## config.mk

```make
export PLATFORM = sky130hd
export DESIGN_NAME = key_event_queue_flat
export DESIGN_NICKNAME = d
export VERILOG_FILES = /design/src/rtl/key_event_if.sv /design/src/rtl/key_event_queue.sv /design/src/flat_wrapper.sv
export SDC_FILE = /design/constraint.sdc
export NUM_CORES = 1
export LEC_CHECK = 0
export BUFFER_PORTS_ARGS = -buffer_cell sky130_fd_sc_hd__buf_4
export CORE_MARGIN = 2
export CORE_UTILIZATION = 50
export DETAILED_ROUTE_END_ITERATION = 10
export GPL_TIMING_DRIVEN = 1
export PLACE_DENSITY_LB_ADDON = 0.12
export SLEW_MARGIN = 40
export SYNTH_ARGS = -nofsm -noshare
export SYNTH_HDL_FRONTEND = slang
export SYNTH_SLANG_ARGS = --single-unit
```

## constraint.sdc

```tcl
create_clock -name clk -period 9.1 [get_ports clk]
set_input_delay 0.455 -clock clk [delete_from_list [all_inputs] [get_ports clk]]
set_output_delay 0.455 -clock clk [all_outputs]
set_load 0.02 [all_outputs]
```

## src/rtl/key_event_if.sv

```systemverilog
// Event consumer port: valid/ready handshake carrying the head {code, type}.
// Master drives the event, slave returns ready.
interface key_event_if #(
    parameter int N = 16
);
    localparam int CW = $clog2(N);

    logic          ev_valid;
    logic          ev_ready;
    logic [CW-1:0] ev_code;
    logic [1:0]    ev_type;

    modport master (output ev_valid, ev_code, ev_type, input ev_ready);
    modport slave  (input ev_valid, ev_code, ev_type, output ev_ready);
endinterface

```

## src/rtl/key_event_queue.sv

```systemverilog
// Button edges and auto-repeat ticks to a FWFT event queue.
// Latency: edge to ev_valid 2 cycles on an idle, empty queue.
// Backpressure: a full queue holds edges as per-button pending flags; merges set overflow.
module key_event_queue #(
    parameter int N             = 16,
    parameter int FIFO_DEPTH    = 8,
    parameter int REPEAT_DELAY  = 50_000_000,
    parameter int REPEAT_PERIOD = 10_000_000,
    parameter int CNT_WIDTH     = 27
) (
    input  logic         clk,
    input  logic         rst_n,
    input  logic [N-1:0] btn,
    input  logic [N-1:0] repeat_en,
    output logic         overflow,
    input  logic         ovf_clr,
    key_event_if.master  ev
);
    localparam int CW = $clog2(N);
    localparam int AW = $clog2(FIFO_DEPTH);
    localparam logic [1:0] EV_PRESS = 2'b00;
    localparam logic [1:0] EV_REL   = 2'b01;
    localparam logic [1:0] EV_REP   = 2'b10;
    localparam logic [CNT_WIDTH-1:0] DELAY_LOAD  = CNT_WIDTH'(REPEAT_DELAY - 1);
    localparam logic [CNT_WIDTH-1:0] PERIOD_LOAD = CNT_WIDTH'(REPEAT_PERIOD - 1);

    typedef enum logic [1:0] {ST_IDLE, ST_DELAY, ST_REPEAT} state_e;
    typedef struct packed {
        logic [CW-1:0] code;
        logic [1:0]    typ;
    } ev_t;

    logic [N-1:0]         btn_prev_q;
    logic [N-1:0]         pend_press_q, pend_press_d;
    logic [N-1:0]         pend_rel_q, pend_rel_d;
    logic                 pend_rep_q, pend_rep_d;
    logic                 ovf_q, ovf_d;
    state_e               state_q, state_d;
    logic [CNT_WIDTH-1:0] timer_q, timer_d;
    logic [CW-1:0]        tgt_q, tgt_d;
    logic [AW-1:0]        wr_ptr_q, rd_ptr_q;
    logic [AW:0]          cnt_q, cnt_d;
    ev_t                  mem [FIFO_DEPTH];

    logic [N-1:0]  rise, fall, rep_start, clr_press, clr_rel;
    logic          clr_rep, tick, cancel, merge;
    logic          valid, full, pop, room, push;
    logic          sel_found, start_found;
    logic [CW-1:0] sel_idx, start_idx;
    ev_t           push_ev, head;

    assign rise      = btn & ~btn_prev_q;
    assign fall      = ~btn & btn_prev_q;
    assign rep_start = rise & repeat_en;

    assign valid = (cnt_q != '0);
    assign full  = (cnt_q == (AW+1)'(FIFO_DEPTH));
    assign pop   = valid & ev.ev_ready;
    assign room  = ~full | pop;

    always_comb begin
        sel_found   = 1'b0;
        sel_idx     = '0;
        start_found = 1'b0;
        start_idx   = '0;
        for (int i = N - 1; i >= 0; i--) begin
            if (pend_press_q[i] | pend_rel_q[i]) begin
                sel_found = 1'b1;
                sel_idx   = CW'(i);
            end
            if (rep_start[i]) begin
                start_found = 1'b1;
                start_idx   = CW'(i);
            end
        end
    end

    // Lowest index wins, press before release; the repeat flag only gets leftover slots.
    always_comb begin
        push      = 1'b0;
        push_ev   = '0;
        clr_press = '0;
        clr_rel   = '0;
        clr_rep   = 1'b0;
        if (room) begin
            if (sel_found) begin
                push         = 1'b1;
                push_ev.code = sel_idx;
                if (pend_press_q[sel_idx]) begin
                    push_ev.typ        = EV_PRESS;
                    clr_press[sel_idx] = 1'b1;
                end else begin
                    push_ev.typ      = EV_REL;
                    clr_rel[sel_idx] = 1'b1;
                end
            end else if (pend_rep_q) begin
                push         = 1'b1;
                push_ev.code = tgt_q;
                push_ev.typ  = EV_REP;
                clr_rep      = 1'b1;
            end
        end
    end

    // An edge landing on a flag being drained in the same cycle is a fresh event, not a merge.
    assign pend_press_d = (pend_press_q & ~clr_press) | rise;
    assign pend_rel_d   = (pend_rel_q & ~clr_rel) | fall;
    assign merge        = (|(rise & pend_press_q & ~clr_press)) | (|(fall & pend_rel_q & ~clr_rel));
    assign ovf_d        = merge | (ovf_q & ~ovf_clr);
    assign pend_rep_d   = cancel ? 1'b0 : ((pend_rep_q & ~clr_rep) | tick);

    always_comb begin
        state_d = state_q;
        timer_d = timer_q;
        tgt_d   = tgt_q;
        tick    = 1'b0;
        cancel  = 1'b0;
        if (start_found) begin
            state_d = ST_DELAY;
            timer_d = DELAY_LOAD;
            tgt_d   = start_idx;
            cancel  = 1'b1;
        end else if (state_q != ST_IDLE) begin
            if (fall[tgt_q] | ~repeat_en[tgt_q]) begin
                state_d = ST_IDLE;
                cancel  = 1'b1;
            end else if (timer_q == '0) begin
                tick    = 1'b1;
                timer_d = PERIOD_LOAD;
                state_d = ST_REPEAT;
            end else begin
                timer_d = timer_q - 1'b1;
            end
        end
    end

    assign cnt_d = cnt_q + (AW+1)'(push) - (AW+1)'(pop);

    always_ff @(posedge clk or negedge rst_n) begin
        if (!rst_n) begin
            btn_prev_q   <= '0;
            pend_press_q <= '0;
            pend_rel_q   <= '0;
            pend_rep_q   <= 1'b0;
            ovf_q        <= 1'b0;
            state_q      <= ST_IDLE;
            timer_q      <= '0;
            tgt_q        <= '0;
            wr_ptr_q     <= '0;
            rd_ptr_q     <= '0;
            cnt_q        <= '0;
        end else begin
            btn_prev_q   <= btn;
            pend_press_q <= pend_press_d;
            pend_rel_q   <= pend_rel_d;
            pend_rep_q   <= pend_rep_d;
            ovf_q        <= ovf_d;
            state_q      <= state_d;
            timer_q      <= timer_d;
            tgt_q        <= tgt_d;
            cnt_q        <= cnt_d;
            if (push) wr_ptr_q <= wr_ptr_q + 1'b1;
            if (pop)  rd_ptr_q <= rd_ptr_q + 1'b1;
        end
    end

    always_ff @(posedge clk) begin
        if (push) mem[wr_ptr_q] <= push_ev;
    end

    assign head        = mem[rd_ptr_q];
    assign ev.ev_valid = valid;
    assign ev.ev_code  = valid ? head.code : '0;
    assign ev.ev_type  = valid ? head.typ : '0;
    assign overflow    = ovf_q;
endmodule

```

## src/flat_wrapper.sv

```systemverilog
// flat-port wrapper written by rule: the top's interface ports become plain ports
module key_event_queue_flat 
#(
    parameter int N             = 16,
    parameter int FIFO_DEPTH    = 8,
    parameter int REPEAT_DELAY  = 50_000_000,
    parameter int REPEAT_PERIOD = 10_000_000,
    parameter int CNT_WIDTH     = 27
)
  (clk, rst_n, btn, repeat_en, overflow, ovf_clr, ev_ev_valid, ev_ev_code, ev_ev_type, ev_ev_ready);
  key_event_if #(.N(N)) ev_i ();
  input  logic clk;
  input  logic rst_n;
  input  logic [N-1:0] btn;
  input  logic [N-1:0] repeat_en;
  output logic overflow;
  input  logic ovf_clr;
  output wire logic [$bits(ev_i.ev_valid)-1:0] ev_ev_valid;
  output wire logic [$bits(ev_i.ev_code)-1:0] ev_ev_code;
  output wire logic [$bits(ev_i.ev_type)-1:0] ev_ev_type;
  input wire logic [$bits(ev_i.ev_ready)-1:0] ev_ev_ready;
  assign ev_ev_valid = ev_i.ev_valid;
  assign ev_ev_code = ev_i.ev_code;
  assign ev_ev_type = ev_i.ev_type;
  assign ev_i.ev_ready = ev_ev_ready;
  key_event_queue #(.N(N), .FIFO_DEPTH(FIFO_DEPTH), .REPEAT_DELAY(REPEAT_DELAY), .REPEAT_PERIOD(REPEAT_PERIOD), .CNT_WIDTH(CNT_WIDTH)) u_core (.clk(clk), .rst_n(rst_n), .btn(btn), .repeat_en(repeat_en), .overflow(overflow), .ovf_clr(ovf_clr), .ev(ev_i));
endmodule
```

==> results of run 1 <==
## power groups by stage
stage / logic [uW] / registers, uW / clock network, uW
2_1_floorplan: 451 / 842 / 0
3_3_place_gp: 604 / 896 / 0
3_5_place_dp: 622 / 906 / 0
4_1_cts: 626 / 894 / 691
5_1_grt: 682 / 908 / 721
6_report: 624 / 894 / 682
## flip-flops by register name, indices dropped and copies added, names as in the netlist
register,flops
u_core.mem,48
u_core.timer_q,27
u_core.btn_prev_q,16
u_core.pend_press_q,16
u_core.pend_rel_q,16
u_core.cnt_q,4
u_core.tgt_q,4
u_core.rd_ptr_q,3
u_core.wr_ptr_q,3
u_core.state_q,2
u_core.overflow,1
u_core.pend_rep_q,1
## worst reg2reg max path, stage by stage (launching register included)
cell and delay [ns]:
dfrtp_1 0.45, or4_1 0.57, a221oi_2 0.32, nor2_1 0.11
nor4_2 0.54, mux2i_1 0.25, mux2i_1 0.18, a21oi_4 0.44
nand3_1 0.18, a2111oi_0 0.53, nand4_1 0.18
## layout make-up
class                           instances  area [um2]
Tap cell                              184         230
Inverter                               28         105
Sequential cell                       141        3770
Clock inverter                          8         111
Multi-Input combinational cell        539        3510
Timing Repair Buffer                   48         367
Clock buffer                           24         462
Fill cell                            1268        5980
Antenna cell                            1        2.50
## worst paths after layout
check	start	slack [ns]	end
setup / recovery	u_core.pend_rel_q[2]$_DFF_PN0_	5.20	u_core.overflow$_DFF_PN0_
hold / removal	btn[13]	0.15	u_core.btn_prev_q[13]$_DFF_PN0_
setup reg to reg	u_core.pend_rel_q[2]$_DFF_PN0_	5.20	u_core.overflow$_DFF_PN0_
hold reg to reg	u_core.btn_prev_q[11]$_DFF_PN0_	0.45	u_core.pend_press_q[11]$_DFF_PN0_
max in group asynchronous	rst_n	7.65	u_core.btn_prev_q[5]$_DFF_PN0_
min in group asynchronous	rst_n	0.51	u_core.pend_press_q[11]$_DFF_PN0_
## synth_stat cells (all sizes together) (11+ instances only)
| cell | n | share of area (%) |
|---|---|---|
| a21o | 19 | 1.9 |
| a21oi | 29 | 2.3 |
| clkbuf | 15 | 0.76 |
| dfrtp | 93 | 31 |
| edfxtp | 48 | 19 |
| inv | 28 | 1.4 |
| mux2i | 11 | 1.5 |
| mux4 | 14 | 4.2 |
| nand2 | 108 | 5.4 |
| nand2b | 22 | 1.9 |
| nand3 | 13 | 0.87 |
| nor2 | 58 | 3.0 |
| nor2b | 29 | 2.4 |
| nor3 | 19 | 1.3 |
| nor4 | 17 | 1.9 |
| o21ai | 53 | 3.6 |
| xnor2 | 11 | 1.3 |
## metrics by stage
| stage | hold slack, ns | cells | utilization, % |
|---|---|---|---|
| global route | 0.137 | 972 | 58.9 |
| floorplan | 0.159 | 727 | - |
| finish | 0.148 | 973 | 58.9 |
| CTS | 0.133 | 972 | 58.8 |
| detailed placement | 0.428 | 939 | 54.8 |
| global placement | 0.418 | 939 | 54.6 |
## cells by family (layout without fill, tap and decap cells)
kind of cell	Yosys count	in the layout	share of synthesized area (%)
compound gates	177	177	16.1
xor+xnor	13	13	1.53
fa+ha+maj	10	10	1.78
buf+inv	47	108	2.49
flops	141	141	50.7
mux	27	27	6.07
other cells	0	1	0
simple gates	312	312	21.3
## routing by layer
metal	wire length, um	vias up	share of wire [%]	track usage [%]
met5	0	-	0	0
met4	372	0	1.8	8.08
met3	1230	31	5.8	5.95
met2	9400	211	45	40.1
met1	10100	2955	48	41.0
li1	-	2774	-	-
==> flow_summary.toml, run 1 <==
[floorplan]
io_pins = 44
core_area_um2 = 14500
die_h_um = 126
initial_core_util_pct = 51.2
die_area_um2 = 15900
num_rows = 44
chipWidth_um = 126

[clock_network]
htree_levels = 4
cts_resized = 0
clock_sinks = 141
cts-buffers-inserted = 17
clk_latency_ns = 0.43
cts.path.max_buffers = 2
post_cts_buffers = 0
clk_pin_slew_ns = 0.06
cts_hold_buf = 1
cts-root-buf = "clkbuf_16"
cts_tree = "yes"

[power]
vdd_ir_drop_max_v = 0.000135
power_density_nw_per_um2 = 257
combPwrFrac_pct = 28.4
pwr-share-clk_pct = 31.0
p_leak_uw = 0.00322
p_switching_uw = 734
totalPowerFinal_uw = 2200
p_int_uw = 1460
p_seq_share_pct = 40.6
sw_frac_of_total_pct = 33.4

[detailed_routing]
routed_wl_um = 21100
drc = 0
postRouteAntennaNets = 0
via_count = 5971
post_drt_wl_per_cell_um = 21.6
drt_iter0_markers = 580
routed_via_density = 6.14
first_pass_iters = 6

[worst_setup_path]
r2r_cells = 10
cp.arrival_ns = 4.17
cpPeakStageDelay_ns = 0.57
cp_num_cells = 10
crit_family = "simple AND/OR/NAND/NOR gates"
crit_path_top_delay_cell = "or4_1"
cp-start-kind = "register"
required_ns = 9.38
path_buf_inv = 0
crit_chain = "or4_1 > a221oi_2 > nor2_1 > nor4_2 > mux2i_1 > mux2i_1 > a21oi_4 > nand3_1 > a2111oi_0 > nand4_1"
cp-end-kind = "register"
cp_max_fo = 10
critical_path_class = "reg -> reg"
crit_top_cell = "mux2i_1"

[final_layout]
drive_above_1_share_pct = 14.2
layout_commonest_cell = "nand2_1"
final_cell_area_um2 = 8560
final_cell_mix = "nand2_1 (108), dfrtp_1 (92), nor2_1 (57)"
synthToLayoutAreaGrowth_pct = 15.1
nNetsFinal = 821

[sta]
finalSetupTns_ns = 0
fin_crit_sh_pct = 42.8
fmax_mhz = 257
fin_worst_skew_ns = 0.0121
max_slew_margin_pct = 39.7
setup_viol = 0
setup_slack_ns = 5.20
period_minus_slack_ns = 3.90
rsz0062_at_grt = "no"
tightest_slew_ns = 0.899
drv_slew = 0
finalHoldViolCount = 0

[place]
place_area_um2 = 7970
portBuffers = 43
dpl.hpwl_um = 15700
pre_cts_ws_ns = 5.35
gp_congestion = 0.961

[global_routing]
grt_pass1_vias = 5848
grt.overflow.total = 0
grtUsageTotal_pct = 27.3
grt_max_degree = 65
antenna_found_initial = 0
grt_first_pass_wirelength_um = 33100

[yosys]
synth_edf_count = 48
seq_area_frac_synth_pct = 50.7
avgSynthCellArea_um2 = 10.2
yosys_warnings = 0
synthArstFlopShare_pct = 66.0
netlist_area_um2 = 7440
synth_fp_nets = 773
ys_types = 72
syn_inst = 727
ys.flop_type = "dfrtp_1"
synth-seq-cells = 141

[hold_path]
whs_path_depth = 1
hp-class = "in -> reg"

[run]
maxCapViolations = 0

[outcome]
status = "completed"
Note: power is estimated with default switching activity, not from simulation.
==> run 2, diff against run 1 <==
==> constraint.sdc (replaced) <==
create_clock -name clk -period 3.5 [get_ports clk]
set_input_delay 0.175 -clock clk [delete_from_list [all_inputs] [get_ports clk]]
set_output_delay 0.175 -clock clk [all_outputs]
set_load 0.02 [all_outputs]
==> run 2 against run 1 <==
Critical path depth is 1 higher. Routed wire length is 3.8% higher. Critical endpoint unchanged. Core utilization is 4.3 points higher. Power grew to 2.7 times the previous value. Clock power grew to 2.7 times the previous value. Register-to-register slack worse by 5.1 ns. Sequential power grew to 2.6 times the previous value. Largest power group unchanged. Die area stayed put. Cell area is 7.4% higher. Via count is 4.7% higher. Non-clock buffer count is 71 higher.
==> flow_summary.toml, run 2 (synthesis results as in run 1) <==
[global_routing]
grt_most_used_layer = "met2"
antenna_found_initial = 0
grt_first_pass_wirelength_um = 34400
grt.overflow.total = 0
grt_pass1_vias = 6208
use_met1_pct = 40.7
globalRouteMet2Util_pct = 43.8
grtUsageMet3_pct = 6.63
grt_max_degree = 63
grtUsageTotal_pct = 28.5

[final_layout]
layout_commonest_cell = "nand2_1"
reg_top3 = "u_core.mem x48, u_core.timer_q x27"
nNetsFinal = 892
final_cell_mix = "nand2_1 (108), buf_4 (101), dfrtp_1 (92)"
largest_reg_flops = 48
finish.utilization_pct = 63.2
fin_cells = 1043
synthToLayoutAreaGrowth_pct = 23.5
top_register = "u_core.mem"
num_antenna_cells = 0
drive_above_1_share_pct = 20.6

[clock_network]
clk_latency_ns = 0.42
post_cts_buffers = 0
cts-root-buf = "clkbuf_16"
clock_sinks = 141
cts.path.max_buffers = 2
clk_pin_slew_ns = 0.06
cts_tree = "yes"
htree_levels = 4
cts-buffers-inserted = 17

[detailed_routing]
post_drt_wl_per_cell_um = 21.0
routed_wl_um = 21900
first_pass_iters = 5
drt_iter0_markers = 611
drc = 0
routed_via_density = 6.00
via_count = 6254
postRouteAntennaNets = 0

[power]
pwr-share-clk_pct = 30.7
totalPowerFinal_uw = 5980
vdd_ir_drop_max_v = 0.000383
p_seq_share_pct = 38.2
sw_frac_of_total_pct = 33.9
combPwrFrac_pct = 31.1
p_leak_uw = 0.00358
p_switching_uw = 2030
p_int_uw = 3950
power_density_nw_per_um2 = 650

[worst_setup_path]
cp-start-kind = "register"
cp.arrival_ns = 3.64
ff2ff_setup_slack_ns = 0.14
required_ns = 3.78
cp_max_fo = 8
cp-end-kind = "register"
critical_path_class = "reg -> reg"

[outcome]
status = "completed"

[sta]
setup_viol = 0
tightest_slew_ns = 0.760
fin_worst_skew_ns = 0.00829
fin_crit_sh_pct = 96.0
drv_slew = 0
rsz0062_at_grt = "yes"
finalHoldViolCount = 0
max_slew_margin_pct = 49.1
fin_hold_ws_ns = 0.0831
finalSetupTns_ns = 0
period_minus_slack_ns = 3.36
fmax_mhz = 298

[floorplan]
io_pins = 44
die_h_um = 126
chipWidth_um = 126
num_rows = 44
core_area_um2 = 14500
initial_core_util_pct = 51.2
die_area_um2 = 15900

[place]
gp_congestion = 0.953
portBuffers = 43
place_inst = 994
dpl.hpwl_um = 16700

[run]
maxCapViolations = 0

[hold_path]
hp-class = "in -> reg"
[run 2: cell types whose count changed in the layout (fill, tap and decap cells not counted), moves of 3 or more]
| cell | delta |
|---|---|
| inv_6 | +4 |
| nor3_1 | +4 |
| or4_1 | -3 |
| clkbuf_1 | -6 |
| clkinvlp_4 | +3 |
| or4_4 | +3 |
| nor3_2 | -4 |
| buf_4 | +55 |
| dlygate4sd3_1 | +16 |
[run 2: path summary, 6_finish.rpt]
check                                           startpoint                                 to  depth (start not counted)
setup / recovery            u_core.pend_rel_q[7]$_DFF_PN0_          u_core.overflow$_DFF_PN0_                         11
hold / removal                                repeat_en[1]        u_core.tgt_q[1]$_DFFE_PN0N_                          3
setup reg to reg            u_core.pend_rel_q[7]$_DFF_PN0_          u_core.overflow$_DFF_PN0_                         11
hold reg to reg            u_core.btn_prev_q[11]$_DFF_PN0_  u_core.pend_press_q[11]$_DFF_PN0_                          1
max in group asynchronous                            rst_n     u_core.pend_rel_q[8]$_DFF_PN0_                          3
min in group asynchronous                            rst_n    u_core.btn_prev_q[14]$_DFF_PN0_                          2
[run 2: what timing repair did]
action	CTS	global route
setup endpoints to repair	0	11
resized for setup	0	10
endpoints found under the hold margin	77	0
hold buffers	17	0
[run 2: layout make-up]
type / instances / area, um2
inverters: 28 / 105
repair buffers: 119 / 940
fillers: 1215 / 5350
well taps: 184 / 230
flip-flops and latches: 141 / 3770
clock inverters: 15 / 174
clock buffers: 17 / 425
multi-input cells: 539 / 3540
[run 2: routing by layer]
metal / part of all wire [%] / up-vias
met5: 0 / -
met3: 6.6 / 38
met2: 46 / 225
li1: - / 2921
met4: 1.8 / 0
met1: 46 / 3070
[run 2: power groups by stage]
stage	sequential (uW)	clock [uW]	combinational [uW]
floorplan	2190	0	1170
global placement	2290	0	1780
detailed placement	2310	0	1810
CTS	2290	1870	1840
global route	2320	1940	2020
finish	2280	1840	1860
[run 2: per-stage QoR]
stage               setup WS [ns]  instance area (um2)
CTS                        0.0497                 9130
floorplan                   0.485                 7440
finish                      0.140                 9190
global placement          0.00537                 8360
detailed placement         0.0471                 8360
global route              -0.0320                 9190
[run 2: worst max-delay path: stages, from the launching register on]
cell	delay [ns]
dfrtp_1	0.51
or4_4	0.25
nor4_4	0.04
buf_4	0.18
a221oi_1	0.40
o31ai_1	0.22
a31oi_2	0.30
o311ai_4	0.23
or3_1	0.43
and3_1	0.21
nor4_2	0.33
nand4_1	0.12
==> run 3, diff against run 2 <==
--- a/config.mk
+++ b/config.mk
@@ -11,6 +11,7 @@
 export DETAILED_ROUTE_END_ITERATION = 10
 export GPL_TIMING_DRIVEN = 1
 export PLACE_DENSITY_LB_ADDON = 0.12
+export REMOVE_ABC_BUFFERS = 1
 export SLEW_MARGIN = 40
 export SYNTH_ARGS = -nofsm -noshare
 export SYNTH_HDL_FRONTEND = slang
==> run 3 against run 2 <==
Critical path depth unchanged. Sequential cell count unchanged. Core utilization up 0.44 points. First-iteration DRC count down 15%. Critical path type unchanged. Critical endpoint is now u_core.pend_press_q[10]$_DFF_PN0_. Largest cell class unchanged.
==> flow_summary.toml, run 3 (synthesis results as in run 1) <==
[floorplan]
core_area_um2 = 14500
die_h_um = 126
num_rows = 44
die_area_um2 = 15900
chipWidth_um = 126
io_pins = 44
initial_core_util_pct = 51.2

[detailed_routing]
routed_wl_um = 22000
post_drt_wl_per_cell_um = 20.9
postRouteAntennaNets = 0
drc = 0
routed_via_density = 6.00
via_count = 6335
first_pass_iters = 5
drt_iter0_markers = 522

[final_layout]
layout_commonest_cell = "buf_4"
num_antenna_cells = 0
synthToLayoutAreaGrowth_pct = 24.4
top_register = "u_core.mem"
n_fill_cell = 1220
largest_reg_flops = 48
drive_above_1_share_pct = 21.6
reg_top3 = "u_core.mem x48, u_core.timer_q x27"
final_cell_area_um2 = 9250
final_cell_mix = "buf_4 (114), nand2_1 (108), dfrtp_1 (92)"
nNetsFinal = 905

[sta]
max_slew_margin_pct = 43.3
finalSetupTns_ns = 0
rsz0062_at_grt = "no"
tightest_slew_ns = 0.850
fin_crit_sh_pct = 94.9
finalHoldViolCount = 0
fmax_mhz = 301
fin_hold_ws_ns = 0.0959
fin_worst_skew_ns = 0.0152
setup_viol = 0
period_minus_slack_ns = 3.32
drv_slew = 0

[worst_setup_path]
path_buf_inv = 1
cp.arrival_ns = 3.63
crit_family = "simple AND/OR/NAND/NOR gates"
cp-start-kind = "register"
cp_max_fo = 7
crit_path_top_delay_cell = "or4_4"
cpPeakStageDelay_ns = 0.58
required_ns = 3.80
crit_chain = "or4_4 > a221oi_4 > nor2_2 > or2_4 > mux2_4 > o311ai_4 > a21oi_4 > buf_4 > nor3_2 > nand2_1 > a21o_1"
critical_path_class = "reg -> reg"
cp-end-kind = "register"

[global_routing]
grt_first_pass_wirelength_um = 34800
grt_max_degree = 48
grt_pass1_vias = 6224
grt.overflow.total = 0
antenna_found_initial = 0
grtUsageTotal_pct = 28.8

[clock_network]
htree_levels = 4
cts-buffers-inserted = 17
cts-root-buf = "clkbuf_16"
cts.path.max_buffers = 2
clock_sinks = 141
clk_pin_slew_ns = 0.06
clk_latency_ns = 0.42
cts_tree = "yes"

[place]
dpl.hpwl_um = 16700
place_area_um2 = 8460
gp_congestion = 1.03
portBuffers = 43

[power]
p_leak_uw = 0.00361
vdd_ir_drop_max_v = 0.000378
power_density_nw_per_um2 = 634

[run]
maxCapViolations = 0

[outcome]
status = "completed"

[hold_path]
hp-class = "in -> reg"
## run 3: changes by cell type in the layout (fill, tap and decap cells not counted), moves of 2 or more
cell,delta
inv_8,-2
buf_4,+13
clkinv_1,+2
nor4_4,-2
inv_6,-3
## run 3: cell type report
class	count	area [um2]	share of cell area [%]
clock buffers	19	443	4.79
clock inverters	13	116	1.26
inverters	28	105	1.14
multi-input cells	539	3540	38.3
flip-flops and latches	141	3770	40.7
well taps	184	230	2.49
repair buffers	132	1050	11.3
## run 3: where the power goes
part           switching [uW]  internal, uW  total (uW)
clock                     718           998        1720
combinational            1010           841        1850
sequential                259          2040        2300
total                    1990          3880        5870
## run 3: path summary, 6_finish.rpt
kind,from,endpoint,slack [ns],cells after the start
max,u_core.pend_rel_q[2]$_DFF_PN0_,u_core.pend_press_q[10]$_DFF_PN0_,0.18,11
min,repeat_en[1],u_core.tgt_q[1]$_DFFE_PN0N_,0.1,3
max reg2reg,u_core.pend_rel_q[2]$_DFF_PN0_,u_core.pend_press_q[10]$_DFF_PN0_,0.18,11
min reg2reg,u_core.timer_q[24]$_DFFE_PN0P_,u_core.timer_q[24]$_DFFE_PN0P_,0.49,1
max in group asynchronous,rst_n,u_core.tgt_q[0]$_DFFE_PN0N_,2.38,3
min in group asynchronous,rst_n,u_core.pend_rel_q[12]$_DFF_PN0_,0.31,2
## run 3: repair_timing
action,CTS,global route
endpoints found under the hold margin,61,0
setup endpoints to repair,0,18
hold buffers,17,0
gates resized for setup,0,12
setup buffers,0,1
## run 3: worst register-to-register path, cell delays in order, from the launching register on
cell and delay, ns:
dfrtp_1 0.44, or4_4 0.58, a221oi_4 0.25, nor2_2 0.09, or2_4 0.28, mux2_4 0.33
o311ai_4 0.41, a21oi_4 0.06, buf_4 0.17, nor3_2 0.31, nand2_1 0.10, a21o_1 0.18
## run 3: stage by stage
stage / total power, uW / utilization (%) / setup WS, ns / cells
2_1_floorplan: 3340 / - / 0.253 / 708
3_3_place_gp: 4070 / 58.2 / -0.0661 / 1006
3_5_place_dp: 4130 / 58.2 / 0.0687 / 1006
4_1_cts: 5880 / 63.2 / 0.0561 / 1055
5_1_grt: 6170 / 63.7 / 0.0201 / 1056
6_report: 5870 / 63.7 / 0.178 / 1056
## run 3: metal layers
layer  wire length (um)  vias up  share of wire (%)  track usage [%]
met5                  0        -                  0                0
met4                403        0                1.8             8.73
met3               1530       29                6.9             6.24
met2              10100      251                 46             44.2
met1              10000     3115                 46             41.4
li1                   -     2940                  -                -
